**config.mk**
```make
export PLATFORM = sky130hd
export DESIGN_NAME = audio_i2s_tx_flat
export DESIGN_NICKNAME = d
export VERILOG_FILES = /design/src/rtl/audio_pkg.sv /design/src/rtl/audio_i2s_tx_if.sv /design/src/rtl/audio_bclk_gen.sv /design/src/rtl/audio_i2s_tx.sv /design/src/flat_wrapper.sv
export SDC_FILE = /design/constraint.sdc
export NUM_CORES = 1
export LEC_CHECK = 0
export ABC_AREA = 1
export BUFFER_PORTS_ARGS = -buffer_cell sky130_fd_sc_hd__buf_2
export CAP_MARGIN = 5
export CORE_MARGIN = 2
export CORE_UTILIZATION = 61
export CTS_CLUSTER_SIZE = 24
export DETAILED_ROUTE_END_ITERATION = 10
export MAX_ROUTING_LAYER = met4
export PLACE_DENSITY = 0.89
export SYNTH_ARGS = -nofsm -noshare
export SYNTH_HDL_FRONTEND = slang
export SYNTH_SLANG_ARGS = --single-unit
export TNS_END_PERCENT = 10
```
**constraint.sdc**
```tcl
create_clock -name clk -period 3.95 [get_ports clk]
set_input_delay 0.5925 -clock clk [delete_from_list [all_inputs] [get_ports clk]]
set_output_delay 0.5925 -clock clk [all_outputs]
set_load 0.005 [all_outputs]
```
**src/rtl/audio_pkg.sv**
```systemverilog
// Shared widths and sample types for the audio output path.
package audio_pkg;

  localparam int unsigned SAMPLE_W = 16;
  localparam int unsigned BCLK_DIV = 8;

  typedef logic signed [SAMPLE_W-1:0] sample_t;

  typedef struct packed {
    sample_t l;
    sample_t r;
  } stereo_t;

endpackage

```
**src/rtl/audio_i2s_tx_if.sv**
```systemverilog
// Valid/ready sample handshake between the volume stage and the I2S transmitter.
interface audio_i2s_tx_if
  import audio_pkg::*;
#(
    parameter int unsigned SAMPLE_W = audio_pkg::SAMPLE_W
) ();

  logic signed [SAMPLE_W-1:0] lft_in;
  logic signed [SAMPLE_W-1:0] rht_in;
  logic                       smpl_vld;
  logic                       smpl_rdy;

  modport master (
    output lft_in,
    output rht_in,
    output smpl_vld,
    input  smpl_rdy
  );

  modport slave (
    input  lft_in,
    input  rht_in,
    input  smpl_vld,
    output smpl_rdy
  );

endinterface

```
**src/rtl/audio_bclk_gen.sv**
```systemverilog
// Bit-clock divider: registered BCLK plus a strobe on the cycle the divider wraps.
module audio_bclk_gen
  import audio_pkg::*;
#(
    parameter int unsigned BCLK_DIV = audio_pkg::BCLK_DIV
) (
    input  logic clk,
    input  logic rst,
    output logic bclk,
    output logic fall
);

  localparam int unsigned DIV_W = $clog2(BCLK_DIV);
  localparam logic [DIV_W-1:0] DIV_LAST = DIV_W'(BCLK_DIV - 1);
  localparam logic [DIV_W-1:0] DIV_HALF = DIV_W'(BCLK_DIV / 2);

  logic [DIV_W-1:0] div_cnt;
  logic [DIV_W-1:0] div_nxt;

  assign fall    = (div_cnt == DIV_LAST);
  assign div_nxt = fall ? '0 : div_cnt + 1'b1;

  // bclk is computed from the next count so it tracks the registered div_cnt exactly
  always_ff @(posedge clk) begin
    if (rst) begin
      div_cnt <= '0;
      bclk    <= 1'b0;
    end else begin
      div_cnt <= div_nxt;
      bclk    <= (div_nxt >= DIV_HALF);
    end
  end

endmodule

```
**src/rtl/audio_i2s_tx.sv**
```systemverilog
// I2S master transmitter: one-pair holding buffer, frame shifter, repeat-on-underrun.
module audio_i2s_tx
  import audio_pkg::*;
#(
    parameter int unsigned SAMPLE_W = audio_pkg::SAMPLE_W,
    parameter int unsigned BCLK_DIV = audio_pkg::BCLK_DIV
) (
    input  logic          clk,
    input  logic          rst,
    audio_i2s_tx_if.slave smpl,
    output logic          BCLK,
    output logic          LRCLK,
    output logic          SDout,
    output logic          frm_strt,
    output logic          underrun
);

  localparam int unsigned FRAME_W = 2 * SAMPLE_W;
  localparam int unsigned CNT_W   = $clog2(FRAME_W);
  localparam logic [CNT_W-1:0] LAST_BIT = CNT_W'(FRAME_W - 1);

  logic                       fall;
  logic                       load;
  logic                       xfer;
  logic                       hold_full;
  logic                       hold_full_nxt;
  logic [CNT_W-1:0]           bit_cnt;
  logic [FRAME_W-1:0]         shifter;
  logic signed [SAMPLE_W-1:0] hold_l;
  logic signed [SAMPLE_W-1:0] hold_r;

  audio_bclk_gen #(
    .BCLK_DIV(BCLK_DIV)
  ) u_bclk (
    .clk (clk),
    .rst (rst),
    .bclk(BCLK),
    .fall(fall)
  );

  // Loading on the fall into bit 1 gives the I2S one-bit delay after LRCLK changes
  assign load = fall && (bit_cnt == '0);
  assign xfer = smpl.smpl_vld && smpl.smpl_rdy;

  always_comb begin
    hold_full_nxt = hold_full;
    if (load) hold_full_nxt = 1'b0;
    if (xfer) hold_full_nxt = 1'b1;
  end

  always_ff @(posedge clk) begin
    if (rst) begin
      bit_cnt       <= '0;
      shifter       <= '0;
      hold_l        <= '0;
      hold_r        <= '0;
      hold_full     <= 1'b0;
      smpl.smpl_rdy <= 1'b0;
      frm_strt      <= 1'b0;
      underrun      <= 1'b0;
    end else begin
      if (fall) begin
        bit_cnt <= (bit_cnt == LAST_BIT) ? '0 : bit_cnt + 1'b1;
        shifter <= load ? {hold_l, hold_r} : shifter << 1;
      end
      // A load in the same cycle as a capture still sees the old hold contents
      if (xfer) begin
        hold_l <= smpl.lft_in;
        hold_r <= smpl.rht_in;
      end
      hold_full     <= hold_full_nxt;
      smpl.smpl_rdy <= !hold_full_nxt;
      frm_strt      <= load;
      underrun      <= load && !hold_full;
    end
  end

  assign LRCLK = bit_cnt[CNT_W-1];
  assign SDout = shifter[FRAME_W-1];

endmodule

```
**src/flat_wrapper.sv**
```systemverilog
// flat-port wrapper written by rule: the top's interface ports become plain ports
module audio_i2s_tx_flat import audio_pkg::*;
#(
    parameter int unsigned SAMPLE_W = audio_pkg::SAMPLE_W,
    parameter int unsigned BCLK_DIV = audio_pkg::BCLK_DIV
)
  (clk, rst, BCLK, LRCLK, SDout, frm_strt, underrun, smpl_lft_in, smpl_rht_in, smpl_smpl_vld, smpl_smpl_rdy);
  audio_i2s_tx_if #(.SAMPLE_W(SAMPLE_W)) smpl_i ();
  input  logic clk;
  input  logic rst;
  output logic BCLK;
  output logic LRCLK;
  output logic SDout;
  output logic frm_strt;
  output logic underrun;
  input wire logic [$bits(smpl_i.lft_in)-1:0] smpl_lft_in;
  input wire logic [$bits(smpl_i.rht_in)-1:0] smpl_rht_in;
  input wire logic [$bits(smpl_i.smpl_vld)-1:0] smpl_smpl_vld;
  output wire logic [$bits(smpl_i.smpl_rdy)-1:0] smpl_smpl_rdy;
  assign smpl_i.lft_in = smpl_lft_in;
  assign smpl_i.rht_in = smpl_rht_in;
  assign smpl_i.smpl_vld = smpl_smpl_vld;
  assign smpl_smpl_rdy = smpl_i.smpl_rdy;
  audio_i2s_tx #(.SAMPLE_W(SAMPLE_W), .BCLK_DIV(BCLK_DIV)) u_core (.clk(clk), .rst(rst), .smpl(smpl_i), .BCLK(BCLK), .LRCLK(LRCLK), .SDout(SDout), .frm_strt(frm_strt), .underrun(underrun));
endmodule
```
==> results.json <==
{
  "pre_cts_ws_ns": 1.668,
  "pwr-share-clk_pct": 33.9,
  "core_area_um2": 5107,
  "finalSetupViolations": 0,
  "max_freq_mhz": 424.7,
  "intPower_mw": 1.047,
  "drc": 0,
  "wl_met1_um": 2823,
  "wl_met2_um": 2913,
  "die-area_um2": 5905,
  "met3_length_um": 315,
  "gp_congestion": 0.8162,
  "antenna_found_initial": 0,
  "dpl.hpwl_um": 3884,
  "cts_resized": 0,
  "clockBufferDepth": 2,
  "clkTransAtPathRegs_ns": 0.06,
  "synthCells": 442,
  "required_ns": 4.22,
  "rows": 26,
  "layout_common_cells": "109 x nand2_1, 76 x dfxtp_1, 69 x inv_1",
  "grt_usage_pct": 23.04,
  "period_share_pct": 59.61,
  "clock_latency_ns": 0.34,
  "p_leak_nw": 1.659,
  "viasPerCell": 5.159,
  "cts_tree": "yes",
  "htreeDepth": 3,
  "hp-start": "u_core.u_bclk.div_cnt[0]$_SDFF_PP0_",
  "rsz0062_at_grt": "no",
  "drt-total-wl_um": 6140,
  "numCtsBuffers": 9,
  "start_kind": "register",
  "hp-class": "reg2reg",
  "crit_top_cell": "nand2_1",
  "end_kind": "register",
  "ant_nets": 0,
  "synth-seq-cells": 76,
  "ir_worst_vdd_v": 0.0002755,
  "fin_skew_ns": 0.004115,
  "worst_slack_ns": 1.595,
  "avgSynthCellArea_um2": 7.323,
  "hold_viol_final": 0,
  "crit_fanout": 34,
  "synth_fp_nets": 482,
  "power_mw": 1.355,
  "yosysUniqueCellTypes": 22,
  "clock_tree.root_cell": "clkbuf_8",
  "dr.pass1.iters": 4,
  "dr.max_layer_used": "met4",
  "ys_warn_count": 0,
  "power.density_nw_per_um2": 385.1,
  "relSlewSlack_pct": 22.66,
  "io_buffers": 40,
  "vias": 2765,
  "finalSetupTns_ns": 0,
  "grt_overflow_total": 0,
  "p_switching_mw": 0.3071,
  "worst_path_max_delay_cell": "ha_1",
  "die_x_um": 76.85,
  "critPathMaxStageDelay_ns": 0.93,
  "drt_iter0_drc": 199,
  "wl_per_cell_um": 11.46,
  "cts_hold_buf": 0,
  "ys_seq_area_share_pct": 47.00,
  "combPwrFrac_pct": 6.8,
  "initial_core_util_pct": 63.38,
  "syn_to_final_growth_pct": 8.659,
  "layout-drive-gt1-share_pct": 12.88,
  "diodes": 0,
  "mappedNetlistArea_um2": 3237,
  "grt_pass1_wl_um": 10700,
  "drv_slew": 0,
  "outcome": "complete, no violations",
  "cts_sinks": 76,
  "cap_violations": 0,
  "ios": 41,
  "nets": 504,
  "crit_start": "u_core.bit_cnt[1]$_SDFFE_PP0N_",
  "worstSetupPathType": "reg2reg",
  "grt_pass1_vias": 2531,
  "pwr-share-seq_pct": 59.3,
  "die-height_um": 76.85,
  "tightest_slew_ns": 1.160,
  "r2r-start": "u_core.bit_cnt[1]$_SDFFE_PP0N_",
  "layout_min_cycle_time_ns": 2.355,
  "final_common_cell": "nand2_1",
  "p_sw_share_pct": 22.67,
  "cts_setup_buffers": 0,
  "grt_max_degree": 66,
  "cp.arrival_ns": 2.63,
  "path_cells": "inv_1, ha_1, nand3_4, nand2_1, nand2_1, nor2_1"
}
critical path, delay by kind of cell (launching register included):
kind | cells | cell delay [ns]
adders and majority gates | 1 | 0.93
DFF | 1 | 0.32
and+or+nand+nor | 4 | 0.94
buffers and inverters | 1 | 0.08
path summary, 6_finish.rpt:
check,endpoint,slack (ns),depth (start not counted)
max,u_core.smpl.smpl_rdy$_SDFF_PP0_,1.60,6
min,u_core.u_bclk.div_cnt[0]$_SDFF_PP0_,0.42,1
max reg2reg,u_core.smpl.smpl_rdy$_SDFF_PP0_,1.60,6
min reg2reg,u_core.u_bclk.div_cnt[0]$_SDFF_PP0_,0.42,1
Yosys cell counts:
| library cell | n | area [um^2] |
|---|---|---|
| inv_1 | 69 | 259.0 |
| dfxtp_1 | 76 | 1521 |
| buf_2 | 17 | 85.08 |
| buf_1 | 1 | 3.750 |
| nor2_2 | 2 | 12.51 |
| clkbuf_1 | 9 | 33.78 |
| buf_6 | 3 | 33.78 |
| a22o_1 | 1 | 8.760 |
| nor2_1 | 10 | 37.54 |
| nor2_8 | 1 | 20.02 |
| nand3_4 | 1 | 17.52 |
| ha_1 | 5 | 62.56 |
| nand3_1 | 31 | 155.2 |
| nand4_1 | 31 | 193.9 |
| o21ai_0 | 25 | 125.1 |
| nor3_1 | 3 | 15.01 |
| o21ai_1 | 8 | 40.04 |
| inv_2 | 3 | 11.26 |
| a21oi_1 | 34 | 170.2 |
| buf_4 | 1 | 7.510 |
| nor3_2 | 1 | 10.01 |
| nand2_1 | 110 | 412.9 |
per-stage QoR:
| stage | utilization, % | cell area, um^2 | hold WS (ns) | instances |
|---|---|---|---|---|
| 4_1_cts | 68.86 | 3517 | 0.4272 | 536 |
| 6_report | 68.86 | 3517 | 0.4236 | 536 |
| 3_5_place_dp | 66.14 | 3378 | 0.4179 | 523 |
| 5_1_grt | 68.86 | 3517 | 0.4518 | 536 |
| 3_3_place_gp | 66.14 | 3378 | 0.4059 | 523 |
| 2_1_floorplan | - | 3237 | 0.3965 | 442 |
sequential cells by signal (all words and copies together) (netlist names):
signal,count
u_core.bit_cnt,5
u_core.smpl.smpl_rdy,1
u_core.u_bclk.bclk,1
u_core.shifter,32
u_core.hold_full,1
u_core.u_bclk.div_cnt,2
u_core.underrun,1
u_core.hold_l,16
u_core.frm_strt,1
u_core.hold_r,16
layer usage:
metal	vias to the layer above	track usage (%)
met5	-	-
met4	0	8.364
met3	10	6.706
met2	71	36.23
met1	1238	28.25
li1	1446	-
area by class of cell:
class,count,area [um^2]
repair buffers,42,215.2
inverters,72,270.3
clock buffers,13,138.9
fillers,428,1590
flip-flops and latches,76,1521
multi-input cells,263,1284
well taps,70,87.58
power by group through the flow:
stage / Combinational [mW] / Clock, mW / Sequential [mW]
global route: 0.108 / 0.501 / 0.805
floorplan: 0.0627 / 0 / 0.818
CTS: 0.0924 / 0.472 / 0.803
finish: 0.0920 / 0.459 / 0.803
global placement: 0.0884 / 0 / 0.819
detailed placement: 0.0916 / 0 / 0.821
cell families (layout without fill, tap and decap cells):
kind of cell | count (synthesis) | in the layout | synth area share (%)
fa+ha+maj | 5 | 5 | 1.933
buf+inv | 103 | 127 | 13.41
compound gates | 68 | 68 | 10.63
flops | 76 | 76 | 47.00
simple gates | 190 | 190 | 27.02
No activity file was read; power rests on OpenSTA's default activity.
